## config.mk

```make
export PLATFORM = sky130hd
export DESIGN_NAME = pipeline_ctrl
export DESIGN_NICKNAME = d
export VERILOG_FILES = /design/src/rtl/pipeline_ctrl_pkg.sv /design/src/rtl/pipeline_ctrl_hazard.sv /design/src/rtl/pipeline_ctrl.sv
export SDC_FILE = /design/constraint.sdc
export NUM_CORES = 1
export LEC_CHECK = 0
export ABC_AREA = 1
export ABC_CLOCK_PERIOD_IN_PS = 1500
export CAP_MARGIN = 10
export CORE_MARGIN = 1.5
export CORE_UTILIZATION = 45
export CTS_BUF_LIST = sky130_fd_sc_hd__clkbuf_8
export DETAILED_ROUTE_END_ITERATION = 16
export GPL_ROUTABILITY_DRIVEN = 0
export PLACE_DENSITY_LB_ADDON = 0.05
export SYNTH_ARGS = -nofsm -noshare
export SYNTH_HDL_FRONTEND = slang
export SYNTH_SLANG_ARGS = --single-unit
```

## constraint.sdc

```tcl
create_clock -name clk -period 1.5 [get_ports clk]
set_input_delay 0.3 -clock clk [delete_from_list [all_inputs] [get_ports clk]]
set_output_delay 0.3 -clock clk [all_outputs]
set_load 0.02 [all_outputs]
```

## src/rtl/pipeline_ctrl_pkg.sv

```systemverilog
// Shared types for the pipeline stall/flush sequencer: MEM wait-state encodings and register-address helpers.
// Latency: n/a (types and pure functions only); backpressure: n/a.
package pipeline_ctrl_pkg;

    localparam int REG_ADDR_LEN = 5;

    typedef enum logic [1:0] {
        ST_IDLE = 2'd0,
        ST_WAIT = 2'd1,
        ST_DONE = 2'd2
    } mem_state_e;

    // Register 0 is hard-wired, so a write to it never creates a dependency.
    function automatic logic reg_match(
        input logic [REG_ADDR_LEN-1:0] src,
        input logic [REG_ADDR_LEN-1:0] dest,
        input logic                    en
    );
        return en && (src != '0) && (src == dest);
    endfunction

endpackage

```

## src/rtl/pipeline_ctrl_hazard.sv

```systemverilog
// RAW / load-use hazard compare between the ID sources and the EXE/MEM destinations.
// Latency: 0 cycles (combinational); backpressure: none, the result feeds the stall priority mux.
module pipeline_ctrl_hazard
    import pipeline_ctrl_pkg::*;
(
    input  logic [REG_ADDR_LEN-1:0] i_src1,
    input  logic [REG_ADDR_LEN-1:0] i_src2,
    input  logic                    i_two_src,
    input  logic [REG_ADDR_LEN-1:0] i_exe_dest,
    input  logic                    i_exe_wb_en,
    input  logic                    i_exe_mem_read,
    input  logic [REG_ADDR_LEN-1:0] i_mem_dest,
    input  logic                    i_mem_wb_en,
    input  logic                    i_forward_en,
    output logic                    o_hazard
);

    logic w_load_use;
    logic w_raw;

    // With forwarding only a load in EXE cannot be bypassed in time.
    assign w_load_use = reg_match(i_src1, i_exe_dest, i_exe_mem_read)
                      | (i_two_src & reg_match(i_src2, i_exe_dest, i_exe_mem_read));

    assign w_raw = reg_match(i_src1, i_exe_dest, i_exe_wb_en)
                 | reg_match(i_src1, i_mem_dest, i_mem_wb_en)
                 | (i_two_src & (reg_match(i_src2, i_exe_dest, i_exe_wb_en)
                               | reg_match(i_src2, i_mem_dest, i_mem_wb_en)));

    assign o_hazard = i_forward_en ? w_load_use : w_raw;

endmodule

```

## src/rtl/pipeline_ctrl.sv

```systemverilog
// Central stall/flush sequencer: MEM wait-state FSM, hazard/branch priority mux and saturating perf counters.
// Latency: controls are combinational from inputs and FSM state; backpressure: holds pipeline while MEM access is outstanding.
module pipeline_ctrl
    import pipeline_ctrl_pkg::*;
#(
    parameter int SRAM_WAIT = 5,
    parameter int CNT_W     = 16
) (
    input  logic                    clk,
    input  logic                    rst_n,
    input  logic                    i_forward_en,
    input  logic [REG_ADDR_LEN-1:0] i_id_src1,
    input  logic [REG_ADDR_LEN-1:0] i_id_src2,
    input  logic                    i_id_two_src,
    input  logic [REG_ADDR_LEN-1:0] i_exe_dest,
    input  logic                    i_exe_wb_en,
    input  logic                    i_exe_mem_read,
    input  logic [REG_ADDR_LEN-1:0] i_mem_dest,
    input  logic                    i_mem_wb_en,
    input  logic                    i_mem_req,
    input  logic                    i_sram_ready,
    input  logic                    i_br_taken,
    output logic                    o_pc_freeze,
    output logic                    o_ifid_freeze,
    output logic                    o_ifid_flush,
    output logic                    o_idex_bubble,
    output logic                    o_pipe_hold,
    output logic                    o_mem_timeout,
    output logic [CNT_W-1:0]        o_stall_cnt,
    output logic [CNT_W-1:0]        o_flush_cnt
);

    localparam int WCNT_W = $clog2(SRAM_WAIT + 1);

    mem_state_e        r_state;
    logic [WCNT_W-1:0] r_wcnt;
    logic              r_mem_timeout;
    logic [CNT_W-1:0]  r_stall_cnt;
    logic [CNT_W-1:0]  r_flush_cnt;

    logic w_hazard;
    logic w_mem_stall;
    logic w_pc_freeze;
    logic w_ifid_freeze;
    logic w_ifid_flush;
    logic w_idex_bubble;
    logic w_pipe_hold;

    pipeline_ctrl_hazard u_hazard (
        .i_src1         (i_id_src1),
        .i_src2         (i_id_src2),
        .i_two_src      (i_id_two_src),
        .i_exe_dest     (i_exe_dest),
        .i_exe_wb_en    (i_exe_wb_en),
        .i_exe_mem_read (i_exe_mem_read),
        .i_mem_dest     (i_mem_dest),
        .i_mem_wb_en    (i_mem_wb_en),
        .i_forward_en   (i_forward_en),
        .o_hazard       (w_hazard)
    );

    // Hold starts in the request cycle itself so the MEM stage never advances under a fresh access.
    assign w_mem_stall = ((r_state == ST_IDLE) && i_mem_req) || (r_state == ST_WAIT);

    always_comb begin
        w_pc_freeze   = 1'b0;
        w_ifid_freeze = 1'b0;
        w_ifid_flush  = 1'b0;
        w_idex_bubble = 1'b0;
        w_pipe_hold   = 1'b0;
        if (rst_n) begin
            if (w_mem_stall) begin
                w_pc_freeze   = 1'b1;
                w_ifid_freeze = 1'b1;
                w_pipe_hold   = 1'b1;
            end else if (i_br_taken) begin
                w_ifid_flush  = 1'b1;
                w_idex_bubble = 1'b1;
            end else if (w_hazard) begin
                w_pc_freeze   = 1'b1;
                w_ifid_freeze = 1'b1;
                w_idex_bubble = 1'b1;
            end
        end
    end

    always_ff @(posedge clk or negedge rst_n) begin
        if (!rst_n) begin
            r_state       <= ST_IDLE;
            r_wcnt        <= '0;
            r_mem_timeout <= 1'b0;
            r_stall_cnt   <= '0;
            r_flush_cnt   <= '0;
        end else begin
            case (r_state)
                ST_IDLE: begin
                    if (i_mem_req) begin
                        r_state <= ST_WAIT;
                        r_wcnt  <= WCNT_W'(1);
                    end
                end
                ST_WAIT: begin
                    r_wcnt <= r_wcnt + WCNT_W'(1);
                    if (i_sram_ready) begin
                        r_state <= ST_DONE;
                    end else if (r_wcnt == WCNT_W'(SRAM_WAIT - 1)) begin
                        r_state       <= ST_DONE;
                        r_mem_timeout <= 1'b1;
                    end
                end
                ST_DONE: begin
                    r_state <= ST_IDLE;
                    r_wcnt  <= '0;
                end
                default: begin
                    r_state <= ST_IDLE;
                    r_wcnt  <= '0;
                end
            endcase

            if (w_pc_freeze && (r_stall_cnt != '1)) begin
                r_stall_cnt <= r_stall_cnt + CNT_W'(1);
            end
            if (w_ifid_flush && (r_flush_cnt != '1)) begin
                r_flush_cnt <= r_flush_cnt + CNT_W'(1);
            end
        end
    end

    assign o_pc_freeze   = w_pc_freeze;
    assign o_ifid_freeze = w_ifid_freeze;
    assign o_ifid_flush  = w_ifid_flush;
    assign o_idex_bubble = w_idex_bubble;
    assign o_pipe_hold   = w_pipe_hold;
    assign o_mem_timeout = r_mem_timeout;
    assign o_stall_cnt   = r_stall_cnt;
    assign o_flush_cnt   = r_flush_cnt;

endmodule

```

After elaboration in Yosys (flattened, before gate mapping). Cells that the tools add are included.

Add/sub/neg operators: 3. Multipliers: 0. Divide/modulo/power cells: 0. Order comparisons: 0. Equal/unequal tests: 10. Shifts and indexed selects: 0. Muxes and demuxes: 19. Bitwise operators: 7. Reduce and logical (&&, ||, !) cells: 21.

Operators with widths (number): 16-bit by 1-bit adder with 16-bit output, second input constant (2); 16-bit inequality test, second input constant (2); 5-bit equality test (4); 1-bit logical AND (15); 1-bit two-way mux (13); 5-bit nonzero test (2); 2-bit two-way mux (3); 3-bit case mux with 2 select lines (1); 1-bit bitwise OR (4); 2-bit case mux with 2 select lines (1); 3-bit by 1-bit adder with 3-bit output, second input constant (1); 3-bit equality test, second input constant (1); 3-bit two-way mux (1); 3-bit by 2-bit inequality test with 1-bit output, second input constant (1); 3-bit AND reduction (1); 1-bit AND (2); 2-bit by 1-bit equality test with 1-bit output, second input constant (1); 2-bit logical NOT (1); 2-bit inequality test, second input constant (1); 2-bit AND reduction (1); 1-bit logical OR (1); 1-bit inverter (1).

Register bits after elaboration: 38. Bits in latches: 0. Memory bits (writable): 0. Bits in read-only memories: 0. Bits of input ports: 30. Output and inout bits: 38. Word-level logic and storage cells: 65. Memories kept: 0.

Logic depth before layout (Yosys ltp).
Depth in word-level cells: 12. Mapped depth: 16. Depth with buffers taken out: 15.

Modules after synthesis. Synthesis repeated with hierarchy kept, for this count alone.

Cells, all modules: 419. Area, all modules: 2733.9 um2.

By module, submodules not included: pipeline_ctrl (instances 1, cells each 321, area each 2303.5 um2, seq. area each 950.9 um2); pipeline_ctrl_hazard (instances 1, cells each 98, area each 430.4 um2, seq. area each 0.0 um2).

Least setup slack after synthesis. Ideal clock, no wire load.

Kind: reg2out. Start: reg r_state[0]. End: out o_pc_freeze. Arrival: 1.605 ns. Required time: 1.200 ns. Setup slack: -0.405 ns. Cell stages (with the launch flop): 9. Path buffers: 3. Path through: dfrtp_1 -> nor2_1 -> a21oi_2 -> nor2_1 -> inv_1 -> nand2_2 -> buf_6 -> buf_6 -> buf_4.

Word-level cells in the longest chain between the ends: 5. Elaborated cells between the ends (all ways): 6. Those cells by class: 1 x eq/ne; 2 x mux; 3 x reduce/logical.

RTL lines: from (decl) (line pipeline_ctrl.sv:35) `mem_state_e r_state;`; from (signal assigned) (line pipeline_ctrl.sv:89) `r_state <= ST_IDLE;`; from (signal assigned) (line pipeline_ctrl.sv:98) `r_state <= ST_WAIT;`; from (signal assigned) (line pipeline_ctrl.sv:105) `r_state <= ST_DONE;`; 2-bit logical NOT (line pipeline_ctrl.sv:63) `assign w_mem_stall = ((r_state == ST_IDLE) && i_mem_req) || (r_state == ST_WAIT);`; 1-bit logical AND (line pipeline_ctrl.sv:63); 1-bit logical OR * (line pipeline_ctrl.sv:63); 1-bit two-way mux * (2 in series); to (decl) (line pipeline_ctrl.sv:23) `output logic o_pc_freeze,`.

Mark *: on every way between the ends. The rest lies on a longest branch, timed or not.

Worst setup path after layout.
Start: reg r_state[1]. End: out o_pc_freeze.

Word-level cells in the longest chain between the ends: 5. Elaborated cells between the ends (all ways): 6. Those cells by class: 1 x eq/ne; 2 x mux; 3 x reduce/logical.

RTL lines: 2-bit logical NOT (line pipeline_ctrl.sv:63); 1-bit logical AND (line pipeline_ctrl.sv:63); 1-bit logical OR * (line pipeline_ctrl.sv:63); 1-bit two-way mux * (line pipeline_ctrl.sv:72) `if (w_mem_stall) begin`; 1-bit two-way mux * (line pipeline_ctrl.sv:71) `if (rst_n) begin`.

Marked as above.

==> impl_metrics.env <==
export IMPL_antenna_cells=0
export IMPL_setup_violations=36
export IMPL_tns_ns=-5.73
export IMPL_synth_area_per_cell_sq_um=7.37
export IMPL_yosys_top_cells_count="nand2_1 (115), inv_1 (47), dfrtp_1 (38)"
export IMPL_num_rows=27
export IMPL_path_class="flip-flop to primary output"
export IMPL_violations="setup timing"
export IMPL_grt_pass1_vias=2425
export IMPL_dp_hpwl_microns=4740
export IMPL_maxSlewHeadroom_pct=66.6
export IMPL_maxSlewViolCount=0
export IMPL_irDropWorstVdd_uv=1230
export IMPL_nets=503
export IMPL_synth_ff_type="dfrtp_1"
export IMPL_rsz0062_at_grt="true"
export IMPL_ys_types=29
export IMPL_fin_worst_skew_ns=0.0123
export IMPL_grt_pass1_wl_microns=10800
export IMPL_cts_max_level=2
export IMPL_io_pins=68
export IMPL_critPathArrivalTime_ns=1.47
export IMPL_ys_warn_count=0
export IMPL_globalRouteOverflowTotal=0
export IMPL_final_setup_worst_slack_ns=-0.270
export IMPL_place_inst=519
export IMPL_crit_path_start_kind="flip-flop"
export IMPL_grt_start_max_net_pins=39
export IMPL_synth_edf_count=0
export IMPL_synth_top_area_share_pct=37.6
export IMPL_holdCritPathClass="input pin to asynchronous set/reset pin"
export IMPL_cts_tree="done"
export IMPL_cts_sinks=38
export IMPL_maxCapViolCount=0
export IMPL_grt_total_usage_pct=22.4
export IMPL_timing_fmax_ghz=0.565
export IMPL_yosysSeqAreaShare_pct=37.6
export IMPL_synth_most_common_cell="nand2_1"
export IMPL_start_util_pct=46.2
export IMPL_numPortBuffers=67
export IMPL_drt_iter0_drc=71
export IMPL_dr_pass1_iters=4
export IMPL_cts_buffer_depth=2
export IMPL_ys_seq_elements=38
export IMPL_drt_total_wl_microns=6950
export IMPL_synth_top_area_cell="dfrtp_1"
export IMPL_final_antenna_net_count=0
export IMPL_leakage_nw=2.23
export IMPL_synth_cells=343
export IMPL_core_area_sq_um=5470
export IMPL_tightest_slew_ns=0.501
export IMPL_die_h_microns=78.0
export IMPL_synthesis_nets=377
export IMPL_clock_root_buffer="clkbuf_8"
export IMPL_instances_no_fill=542
export IMPL_outcome="complete, but fails checks"
export IMPL_fin_crit_sh_pct=118
export IMPL_worstPathRequired_ns=1.20
export IMPL_via_per_inst=4.84
export IMPL_drc_errors=0
export IMPL_antenna_found_initial=0
export IMPL_clk_pin_slew_ns=0.08
export IMPL_finalHoldViolations=0
export IMPL_insertion_delay_ns=0.30
export IMPL_finalCriticalPeriod_ns=1.77
export IMPL_async_flop_share_pct=100
export IMPL_wl_per_cell_microns=12.8
export IMPL_synth_area_leaders="dfrtp_1 (38%), nand2_1 (17%), xor2_1 (7.3%), inv_1 (7.0%), nand3_1 (5.5%)"
export IMPL_holdWs_ns=0.107
export IMPL_layout_drive_gt1_share_pct=37.0
export IMPL_area_delta_synth_final_pct=59.6
export IMPL_p_per_area_nw_per_um2=1150
export IMPL_dieArea_sq_um=6080
export IMPL_path_max_fanout=3
export IMPL_endpoint_kind="primary output"
export IMPL_numCtsBuffers=5
export IMPL_netlist_area_sq_um=2530
export IMPL_vias=2622
export IMPL_die_w_microns=78.0
==> sequential cells by signal, indices dropped and copies added (netlist names) <==
name and flops:
o_stall_cnt 16, r_state 2, r_wcnt 3, o_mem_timeout 1, o_flush_cnt 16
==> worst max-delay path, cell delays in order, from the launching register on <==
cell     delay [ns]
dfrtp_2        0.44
nor2_4         0.15
a21oi_4        0.05
buf_4          0.14
nor2_4         0.11
inv_2          0.06
nand2_4        0.10
buf_6          0.13
==> layout by cell type (no fill, tap or decap), types with 4 or more instances in the layout <==
cell type | synthesis | layout
nor2_2 | 3 | 5
nand4_1 | 5 | 5
dlygate4sd2_1 | 0 | 35
buf_2 | 1 | 21
nand3_2 | 3 | 19
dfrtp_1 | 38 | 30
o21ai_0 | 6 | 4
buf_4 | 1 | 46
nor2_1 | 22 | 16
buf_6 | 4 | 13
inv_1 | 47 | 40
xnor2_1 | 13 | 10
nand2_1 | 115 | 107
xor2_1 | 21 | 21
nand2_4 | 0 | 6
dfrtp_2 | 0 | 8
nand3_1 | 28 | 10
inv_2 | 4 | 11
nor2_4 | 2 | 6
clkbuf_8 | 0 | 6
nand2_2 | 4 | 5
==> routing by layer <==
layer / global-route usage, % / share of wire (%) / wire, microns
met1: 27.1 / 43 / 2990
met2: 40.9 / 52 / 3610
met3: 3.53 / 3.8 / 265
met4: 5.89 / 1.2 / 82
met5: 0 / 0 / 0
==> cell type report <==
class,count,area [sq um]
multi-input combinational,248,1660
tap,72,90.1
clock inverter,2,8.76
clock buffer,6,82.6
sequential,38,961
fill,459,1440
timing repair buffer,125,1040
inverter,51,194
==> per-stage QoR <==
step / worst slack (ns) / util, % / power, W / area [sq um]
after global placement: -0.996 / 66.9 / 0.00349 / 3660
after floorplan: -0.141 / - / 0.00262 / 2640
final: -0.270 / 73.8 / 0.00463 / 4040
after CTS: -0.295 / 71.1 / 0.00445 / 3890
after global routing: -0.344 / 73.8 / 0.00490 / 4040
after detailed placement: -0.984 / 66.9 / 0.00356 / 3660
==> worst paths after layout <==
kind / cells after the start / slack [ns] / from / endpoint
worst max-delay path: 7 / -0.27 / r_state[1]$_DFFE_PN0P_ / o_pc_freeze
worst min-delay path: 2 / 0.11 / rst_n / o_stall_cnt[5]$_DFFE_PN0P_
worst max register to register: 14 / -0.24 / r_state[0]$_DFFE_PN0P_ / o_flush_cnt[13]$_DFFE_PN0P_
worst min register to register: 1 / 0.48 / o_mem_timeout$_DFFE_PN0P_ / o_mem_timeout$_DFFE_PN0P_
max in group asynchronous: 2 / 1.01 / rst_n / o_stall_cnt[0]$_DFFE_PN0P_
min in group clk: 1 / 0.48 / o_mem_timeout$_DFFE_PN0P_ / o_mem_timeout$_DFFE_PN0P_
==> repair_timing <==
item / 4_1_cts / 5_1_grt
setup buffers: 8 / 8
hold endpoints to repair: 0 / 0
gates resized for setup: 203 / 24
hold buffers: 0 / 0
pin swaps: 39 / 31
cloned: 1 / 0
endpoints found under the setup margin: 70 / 39
==> where the power goes <==
part / internal (W) / switching (W)
combinational: 0.00116 / 0.00123
sequential: 0.00126 / 0.000229
clock: 0.000365 / 0.000377
==> cell families (layout without fill, tap and decap cells) <==
group	count (synthesis)	count (layout)	share of synthesized area [%]
AO/OA/AOI/OAI	14	14	3.37
XOR/XNOR	34	34	11.8
adder cells (fa/ha/maj)	4	4	1.98
buffers and inverters	57	184	9.85
flip-flops	38	38	37.6
multiplexers	2	2	0.891
AND/OR/NAND/NOR	194	194	34.5
(Power assumes the default switching activity.)
